**config.mk**
```make
export PLATFORM = sky130hd
export DESIGN_NAME = goboard_console_flat
export DESIGN_NICKNAME = d
export VERILOG_FILES = /design/src/rtl/goboard_console_if.sv /design/src/rtl/goboard_console.sv /design/src/flat_wrapper.sv
export SDC_FILE = /design/constraint.sdc
export NUM_CORES = 1
export LEC_CHECK = 0
export CORE_ASPECT_RATIO = 2
export CORE_MARGIN = 2
export CORE_UTILIZATION = 50
export DETAILED_ROUTE_END_ITERATION = 10
export HOLD_SLACK_MARGIN = 0.15
export PLACE_DENSITY = 0.77
export SLEW_MARGIN = 0
export SYNTH_ARGS = -nofsm -noshare
export SYNTH_HDL_FRONTEND = slang
export SYNTH_SLANG_ARGS = --single-unit
```
**constraint.sdc**
```tcl
create_clock -name sys_clk_in -period 2.9 [get_ports sys_clk_in]
set_clock_uncertainty 0.05 [all_clocks]
set_input_delay 0.58 -clock sys_clk_in [delete_from_list [all_inputs] [get_ports sys_clk_in]]
set_output_delay 0.58 -clock sys_clk_in [all_outputs]
set_load 0.05 [all_outputs]
```
**src/rtl/goboard_console_if.sv**
```systemverilog
// goboard_console_if: character stream handshake into the console.
// Signals: char_valid_i  - upstream has a character
//          char_data_i   - ASCII/control code
//          char_ready_o  - console can accept (transfer on valid & ready at a rising edge)
interface goboard_console_if;
    logic       char_valid_i;
    logic [7:0] char_data_i;
    logic       char_ready_o;
    modport master (output char_valid_i, char_data_i, input char_ready_o);
    modport slave (input char_valid_i, char_data_i, output char_ready_o);
endinterface

```
**src/rtl/goboard_console.sv**
```systemverilog
// goboard_console: character console that writes a COLS x ROWS info-panel RAM.
// Ports: sys_clk_in      - clock
//        arst_n_i        - asynchronous active-low reset
//        clear_i         - one-cycle request to blank the whole panel
//        chr             - character stream (valid/data/ready)
//        wea/ascii/write_ram_addr - registered info-RAM write port
//        cursor_row_o/cursor_col_o - current cursor
//        busy_o          - high whenever not idle
module goboard_console #(
    parameter int         COLS     = 16,
    parameter int         ROWS     = 32,
    parameter logic [7:0] PAD_CHAR = 8'h20
) (
    input  logic                     sys_clk_in,
    input  logic                     arst_n_i,
    input  logic                     clear_i,
    goboard_console_if.slave         chr,
    output logic                     wea,
    output logic [7:0]               ascii,
    output logic [8:0]               write_ram_addr,
    output logic [4:0]               cursor_row_o,
    output logic [3:0]               cursor_col_o,
    output logic                     busy_o
);
    localparam logic [3:0] LAST_COL  = 4'(COLS - 1);
    localparam logic [4:0] LAST_ROW  = 5'(ROWS - 1);
    localparam logic [8:0] LAST_ADDR = 9'(COLS * ROWS - 1);
    typedef enum logic [1:0] {IDLE, WRITE, CLEAR_LINE, CLEAR_ALL} state_t;
    state_t     state;
    logic       boot;
    logic       pend;
    logic       nl;
    logic       accept;
    logic       printable;
    logic       wrap;
    logic [7:0] d;
    logic [8:0] base;
    logic [4:0] next_row;
    assign d         = chr.char_data_i;
    assign base      = 9'(cursor_row_o * COLS);
    assign next_row  = cursor_row_o == LAST_ROW ? 5'd0 : cursor_row_o + 5'd1;
    assign wrap      = cursor_col_o == LAST_COL;
    assign printable = d >= 8'h20 && d <= 8'h7E;
    // boot forces the power-up panel clear before the first character is taken
    assign chr.char_ready_o = state == IDLE && !boot && !pend && !clear_i;
    assign accept    = chr.char_valid_i && chr.char_ready_o;
    assign busy_o    = state != IDLE;
    always_ff @(posedge sys_clk_in or negedge arst_n_i) begin
        if (!arst_n_i) begin
            state          <= IDLE;
            wea            <= 1'b0;
            ascii          <= 8'h00;
            write_ram_addr <= 9'd0;
            cursor_row_o   <= 5'd0;
            cursor_col_o   <= 4'd0;
            boot           <= 1'b1;
            pend           <= 1'b0;
            nl             <= 1'b0;
        end else begin
            pend <= state != IDLE && (pend || clear_i);
            wea  <= 1'b0;
            case (state)
                IDLE: begin
                    if (boot || pend || clear_i) begin
                        state          <= CLEAR_ALL;
                        boot           <= 1'b0;
                        wea            <= 1'b1;
                        ascii          <= PAD_CHAR;
                        write_ram_addr <= 9'd0;
                    end else if (accept) begin
                        if (printable) begin
                            wea            <= 1'b1;
                            ascii          <= d;
                            write_ram_addr <= base + 9'(cursor_col_o);
                            cursor_col_o   <= wrap ? 4'd0 : cursor_col_o + 4'd1;
                            cursor_row_o   <= wrap ? next_row : cursor_row_o;
                            nl             <= wrap;
                            state          <= WRITE;
                        end else if (d == 8'h0A) begin
                            cursor_col_o <= 4'd0;
                            cursor_row_o <= next_row;
                            nl           <= 1'b1;
                            state        <= WRITE;
                        end else if (d == 8'h0D) begin
                            cursor_col_o <= 4'd0;
                        end else if (d == 8'h08 && cursor_col_o != 4'd0) begin
                            wea            <= 1'b1;
                            ascii          <= PAD_CHAR;
                            write_ram_addr <= base + 9'(cursor_col_o - 4'd1);
                            cursor_col_o   <= cursor_col_o - 4'd1;
                            nl             <= 1'b0;
                            state          <= WRITE;
                        end
                    end
                end
                // cursor already points at the new row, so base is the line to blank
                WRITE: begin
                    if (nl) begin
                        state          <= CLEAR_LINE;
                        wea            <= 1'b1;
                        ascii          <= PAD_CHAR;
                        write_ram_addr <= base;
                    end else begin
                        state <= IDLE;
                    end
                end
                CLEAR_LINE: begin
                    if (write_ram_addr == base + 9'(LAST_COL)) begin
                        state <= IDLE;
                    end else begin
                        wea            <= 1'b1;
                        write_ram_addr <= write_ram_addr + 9'd1;
                    end
                end
                CLEAR_ALL: begin
                    if (write_ram_addr == LAST_ADDR) begin
                        state        <= IDLE;
                        cursor_row_o <= 5'd0;
                        cursor_col_o <= 4'd0;
                    end else begin
                        wea            <= 1'b1;
                        write_ram_addr <= write_ram_addr + 9'd1;
                    end
                end
                default: state <= IDLE;
            endcase
        end
    end
endmodule

```
**src/flat_wrapper.sv**
```systemverilog
// flat-port wrapper written by rule: the top's interface ports become plain ports
module goboard_console_flat 
#(
    parameter int         COLS     = 16,
    parameter int         ROWS     = 32,
    parameter logic [7:0] PAD_CHAR = 8'h20
)
  (sys_clk_in, arst_n_i, clear_i, wea, ascii, write_ram_addr, cursor_row_o, cursor_col_o, busy_o, chr_char_valid_i, chr_char_data_i, chr_char_ready_o);
  goboard_console_if chr_i ();
  input  logic sys_clk_in;
  input  logic arst_n_i;
  input  logic clear_i;
  output logic wea;
  output logic [7:0] ascii;
  output logic [8:0] write_ram_addr;
  output logic [4:0] cursor_row_o;
  output logic [3:0] cursor_col_o;
  output logic busy_o;
  input wire logic [$bits(chr_i.char_valid_i)-1:0] chr_char_valid_i;
  input wire logic [$bits(chr_i.char_data_i)-1:0] chr_char_data_i;
  output wire logic [$bits(chr_i.char_ready_o)-1:0] chr_char_ready_o;
  assign chr_i.char_valid_i = chr_char_valid_i;
  assign chr_i.char_data_i = chr_char_data_i;
  assign chr_char_ready_o = chr_i.char_ready_o;
  goboard_console #(.COLS(COLS), .ROWS(ROWS), .PAD_CHAR(PAD_CHAR)) u_core (.sys_clk_in(sys_clk_in), .arst_n_i(arst_n_i), .clear_i(clear_i), .chr(chr_i), .wea(wea), .ascii(ascii), .write_ram_addr(write_ram_addr), .cursor_row_o(cursor_row_o), .cursor_col_o(cursor_col_o), .busy_o(busy_o));
endmodule
```
## Yosys cells after proc, flatten, opt, wreduce, memory -nomap -nowiden

Index checks and enable logic that the tools add are counted.
W data, S select, Z words.

| word-level totals | value |
|---|---|
| logic and storage cells | 132 |
| output and inout bits | 29 |
| input port bits | 12 |
| flip-flop bits (word level) | 32 |

| operators by class | value |
|---|---|
| $add $sub $neg | 8 |
| bitwise logic cells | 1 |
| equal/unequal tests | 27 |
| multiplexer cells | 59 |
| reductions and logical operators | 26 |
| $lt $le $gt $ge | 2 |

Operator list:

| kind | number |
|---|---|
| $mux W9 | 9 |
| $mux W8 | 7 |
| $pmux W9 S4 | 1 |
| $mux W5 | 7 |
| $mux W4 | 8 |
| $eq A8 B4 Y1 const B | 3 |
| $mux W2 | 9 |
| $pmux W8 S2 | 1 |
| $ne A5 B4 Y1 const B | 3 |
| $reduce_and A5 Y1 | 3 |
| $mux W1 | 13 |
| $ne A4 B3 Y1 const B | 3 |
| $reduce_and A6 Y1 | 2 |
| $pmux W5 S2 | 1 |
| $add A9 B1 Y9 const B | 1 |
| $add A9 B4 Y9 | 1 |
| $add A9 B4 Y9 const B | 1 |
| $add A9 B9 Y9 | 1 |
| $eq A9 B9 Y1 | 1 |
| $eq A9 B9 Y1 const B | 1 |
| $ge A8 B6 Y1 const B | 1 |
| $le A8 B7 Y1 const B | 1 |
| $ne A2 B1 Y1 const B | 4 |
| $pmux W2 S4 | 1 |
| other kinds (24) | 40 |

## Logic depth before layout (Yosys ltp)

| logic depth | value |
|---|---|
| depth after elaboration | 9 |
| gate-level depth with buffers | 11 |
| depth with buffers taken out | 11 |

## Least setup slack after synthesis

Ideal clock, no wire load.

| timing path | value |
|---|---|
| path kind | register to register |
| start point | reg u_core.cursor_col_o[0] |
| end point | reg u_core.write_ram_addr[6] |
| required time | 2.725 ns |
| arrival time | 2.754 ns |
| library setup time | 0.125 ns |
| cell stages (with the launch flop) | 12 |
| setup slack | -0.028 ns |
| buffers on the path | 0 |
| period minus slack after synthesis | 2.928 ns |
| cells stage by stage | dfrtp_1 -> inv_1 -> ha_1 -> or3b_2 -> xnor2_1 -> ha_1 -> nor2_1 -> mux2i_1 -> o21ai_0 -> a21oi_1 -> a211o_1 -> mux2_2 |

| on the way | value |
|---|---|
| word-level cells in the longest chain between the ends | 9 |
| elaborated cells between the ends (all ways) | 14 |

RTL lines:

| item | line | RTL |
|---|---|---|
| start: declaration | goboard_console.sv:22 | `output logic [3:0] cursor_col_o,` |
| start signal: assignment | goboard_console.sv:75 | `cursor_col_o <= wrap ? 4'd0 : cursor_col_o + 4'd1;` |
| start signal: assignment | goboard_console.sv:90 | `cursor_col_o <= cursor_col_o - 4'd1;` |
| $sub A4 B1 Y5 | goboard_console.sv:89 | `write_ram_addr <= base + 9'(cursor_col_o - 4'd1);` |
| $add A9 B9 Y9 | goboard_console.sv:89 |  |
| $mux W9 | goboard_console.sv:86 | `end else if (d == 8'h08 && cursor_col_o != 4'd0) begin` |
| $mux W9 | goboard_console.sv:84 | `end else if (d == 8'h0D) begin` |
| $mux W9 | goboard_console.sv:79 | `end else if (d == 8'h0A) begin` |
| $mux W9 | goboard_console.sv:71 | `if (printable) begin` |
| $mux W9 | goboard_console.sv:70 | `end else if (accept) begin` |
| $mux W9 | goboard_console.sv:64 | `if (boot \|\| pend \|\| clear_i) begin` |
| $pmux W9 S4 | goboard_console.sv:62 | `case (state)` |
| end signal: assignment | goboard_console.sv:74 | `write_ram_addr <= base + 9'(cursor_col_o);` |
| end signal: assignment | goboard_console.sv:89 |  |
| end signal: assignment | goboard_console.sv:102 | `write_ram_addr <= base;` |
| end: declaration | goboard_console.sv:20 | `output logic [8:0] write_ram_addr,` |

Parallel ways exist; a longest one is shown, timed or not. The select of a mux whose other input is x is not followed.
A chain may end at the register's enable or synchronous reset.

## Worst setup path after layout

Ends and elaborated chain as after synthesis.

==> load_flow_metrics.sql <==
INSERT INTO impl_metrics (metric_group, metric, value, unit) VALUES
('grt', 'grtUsageMet3', '3.64', '%'),
('yosys', 'netlist.top_cell.by_area', 'sky130_fd_sc_hd__dfrtp_1', ''),
('grt', 'grt.met2_usage', '47.5', '%'),
('setup_path', 'reg_to_reg_end', 'u_core.write_ram_addr[6]$_DFFE_PN0P_', ''),
('power', 'worst_voltage_drop_across_the_vdd_grid', '0.746', 'mV'),
('grt', 'grt_overflow', '0', ''),
('cells_and_area', 'final_nets', '351', ''),
('yosys', 'yosys_register_bits', '32', ''),
('clock_network', 'clock_latency', '0.28', 'ns'),
('hold_path', 'whs_endpoint', 'u_core.boot$_DFFE_PN1P_', ''),
('power', 'share_seq_of_total_power', '22.4', '%'),
('cells_and_area', 'areaGrowthSynthToFinish', '35.2', '%'),
('yosys', 'synth.lib_cells_used.distinct', '59', ''),
('grt', 'number_of_global_route_vias_before_repair', '2235', ''),
('yosys', 'yosys.area.top_type_share', '34.4', '%'),
('clock_network', 'post-cts-setup-buffers', '0', ''),
('placement', 'place.detailed.hpwl', '4680', 'um'),
('yosys', 'ys_warn_count', '0', ''),
('placement', 'io_buffer_count', '40', ''),
('clock_network', 'tritoncts_clock_tree', 'yes', ''),
('route', 'detailedRoute.firstIterationViolations', '60', ''),
('status', 'status', 'finished clean', ''),
('placement', 'placed_instance_count', '374', ''),
('power', 'cell_internal_pwr', '1.88', 'mW'),
('power', 'cellLeakagePower', '1.37', 'nW'),
('yosys', 'synth_sequential_area_ratio', '35.6', '%'),
('floorplanning', 'placement_rows', '34', ''),
('timing', 'period_share', '93.7', '%'),
('flow_run', 'max_cap_violations', '0', ''),
('setup_path', 'cp_slowest_cell', 'sky130_fd_sc_hd__dfrtp_2', ''),
('floorplanning', 'placeableCoreArea', '0.00434', 'sq mm'),
('yosys', 'mappedNetlistNets', '284', ''),
('timing', 'timing.fmax', '368', 'MHz'),
('hold_path', 'hold-path-cell-count', '1', ''),
('setup_path', 'required', '3.02', 'ns'),
('timing', 'finalMaxSlewViolations', '0', ''),
('clock_network', 'cts_max_level', '2', ''),
('yosys', 'synth_area', '0.00225', 'sq mm'),
('floorplanning', 'floorplan.io_pins', '41', ''),
('cells_and_area', 'finish.cell_count_without_fillers', '382', ''),
('cells_and_area', 'insertedDiodeCount', '0', ''),
('yosys', 'number_of_enable_type_register_cells_in_the_synthesized_netlist', '0', ''),
('placement', 'routabilityCongestion', '0.915', ''),
('power', 'power.share.combinational', '64.7', '%'),
('route', 'wl', '6080', 'um'),
('grt', 'wire_length_of_the_first_global_routing_pass', '9940', 'um'),
('power', 'power-per-cell-area', '1210', 'mW/mm^2'),
('timing', 'worst_slew_margin_rel', '58.7', '%'),
('route', 'avgRoutedWirePerCell', '15.9', 'um'),
('setup_path', 'critical_path_peak_fanout', '4', ''),
('cells_and_area', 'mostFrequentLayoutCells', 'sky130_fd_sc_hd__clkdlybuf4s50_1 (39), sky130_fd_sc_hd__buf_4 (30), sky130_fd_sc_hd__dfrtp_1 (30)', ''),
('hold_path', 'holdCritStartpoint', 'u_core.boot$_DFFE_PN1P_', ''),
('timing', 'final.hold.worst_slack', '0.451', 'ns'),
('timing', 'final_critical_period', '2.72', 'ns'),
('clock_network', 'tritoncts.num_buffers', '5', ''),
('cells_and_area', 'final_layout_size_suffix_gt1_share', '16.8', '%'),
('setup_path', 'slowest_delay', '0.41', 'ns'),
('clock_network', 'cts.root.buffer_cell', 'sky130_fd_sc_hd__clkbuf_8', ''),
('power', 'p_clk_share', '12.8', '%'),
('route', 'drtAntennaViolNets', '0', ''),
('route', 'drt-vias-per-instance', '5.97', ''),
('cells_and_area', 'final_area', '0.00305', 'sq mm'),
('power', 'total_switching_power', '1.81', 'mW'),
('grt', 'grt_max_degree', '33', ''),
('clock_network', 'path_clk_slew', '0.07', 'ns'),
('grt', 'gr-usage-met1', '26.2', '%'),
('floorplanning', 'die_x', '51.5', 'um'),
('clock_network', 'clock-sinks', '32', ''),
('yosys', 'ys.flop_type', 'sky130_fd_sc_hd__dfrtp_1', ''),
('cells_and_area', 'most_common_cell_after_layout_fill_and_taps_aside', 'sky130_fd_sc_hd__clkdlybuf4s50_1', ''),
('setup_path', 'crit_path_cell_trace', 'inv_1 -> ha_1 -> or3b_4 -> xnor2_1 -> ha_1 -> nor2_1 -> mux2i_1 -> o21ai_0 -> a21oi_1 -> a211o_1 -> mux2_2', '');
-- routing by layer --
metal / wire [um] / vias to the layer above / share of wire, %
li1: - / 1085 / -
met1: 2150 / 1109 / 35
met2: 3560 / 77 / 59
met3: 237 / 11 / 3.9
met4: 136 / 0 / 2.2
met5: 0 / - / 0
-- stage by stage --
step | setup WS (ns) | util (%)
final | 0.183 | 70.2
after global routing | 0.0748 | 70.2
after CTS | 0.104 | 70.2
after detailed placement | -0.0732 | 67.2
after global placement | -0.0458 | 67.2
after floorplan | 0.00777 | -
-- worst max path at each step --
stage                                        from                                    to  slack [ns]  depth (start not counted)
2_1_floorplan  u_core.cursor_col_o[1]$_DFFE_PN0P_  u_core.write_ram_addr[6]$_DFFE_PN0P_       0.008                         11
3_3_place_gp                   chr_char_data_i[2]    u_core.cursor_row_o[3]$_DFFE_PN0P_       -0.05                          7
3_5_place_dp                   chr_char_data_i[2]    u_core.cursor_row_o[3]$_DFFE_PN0P_       -0.07                          7
4_1_cts        u_core.cursor_col_o[0]$_DFFE_PN0P_  u_core.write_ram_addr[6]$_DFFE_PN0P_        0.10                         11
5_1_grt        u_core.cursor_col_o[0]$_DFFE_PN0P_  u_core.write_ram_addr[6]$_DFFE_PN0P_        0.07                         11
6_report       u_core.cursor_col_o[0]$_DFFE_PN0P_  u_core.write_ram_addr[6]$_DFFE_PN0P_        0.18                         11
-- area by class of cell --
| cell class | count | area (sq um) |
|---|---|---|
| fillers | 384 | 1290 |
| flip-flops and latches | 32 | 803 |
| clock buffers | 7 | 96.3 |
| repair buffers | 70 | 636 |
| inverters | 13 | 48.8 |
| multi-input cells | 205 | 1370 |
| clock inverters | 1 | 30.0 |
| well taps | 54 | 67.6 |
-- power groups by stage --
stage | clock, mW | combinational, mW | sequential [mW]
after global placement | 0 | 2.33 | 0.827
after detailed placement | 0 | 2.37 | 0.833
after floorplan | 0 | 1.11 | 1.26
after CTS | 0.481 | 2.39 | 0.827
final | 0.475 | 2.39 | 0.829
after global routing | 0.494 | 2.58 | 0.858
-- critical path: cells and delay by family (launching register included) --
kind                       cells  cell delay (ns)
and+or+nand+nor                2             0.54
AOI/OAI and AO/OA              3             0.53
adders and majority gates      2             0.43
DFF                            1             0.41
muxes                          2             0.38
xor gates and xnor gates       1             0.14
buffers and inverters          1             0.12
-- logic make-up after synthesis --
logic type                 after synthesis  synth area share [%]
and+or+nand+nor                         97                  23.3
AOI/OAI and AO/OA                       78                  23.0
DFF                                     32                  35.6
buffers and inverters                   23                  3.94
xor gates and xnor gates                12                  4.66
adders and majority gates               12                  6.66
muxes                                    6                  2.78
-- state kept, by name, summed over array words and instances, names as in the netlist --
| register | flops |
|---|---|
| u_core.write_ram_addr | 9 |
| u_core.cursor_row_o | 5 |
| u_core.ascii | 8 |
| u_core.boot | 1 |
| u_core.nl | 1 |
| u_core.cursor_col_o | 4 |
| u_core.state | 2 |
| u_core.pend | 1 |
| u_core.wea | 1 |
-- repair_timing --
action                     4_1_cts  5_1_grt
hold buffers                     0        0
setup endpoints to repair        0        1
gates resized for setup          0        1
-- synthesized netlist by cell type (all sizes together) (2+ instances only) --
master / count
nor3: 7
o22ai: 3
buf: 2
clkbuf: 8
nand4: 4
nor3b: 4
a22o: 5
nor2b: 3
xor2: 5
ha: 12
a22oi: 2
xnor2: 7
inv: 13
and2: 4
mux2: 2
dfrtp: 31
or3: 2
nand3: 13
o31ai: 2
nand2b: 6
mux2i: 4
nand2: 25
o21ai: 30
a31oi: 3
a311o: 2
and3: 4
a21oi: 11
nor2: 17
o21a: 3
a2bb2oi: 2
nor4: 3
(Power assumes the default switching activity.)
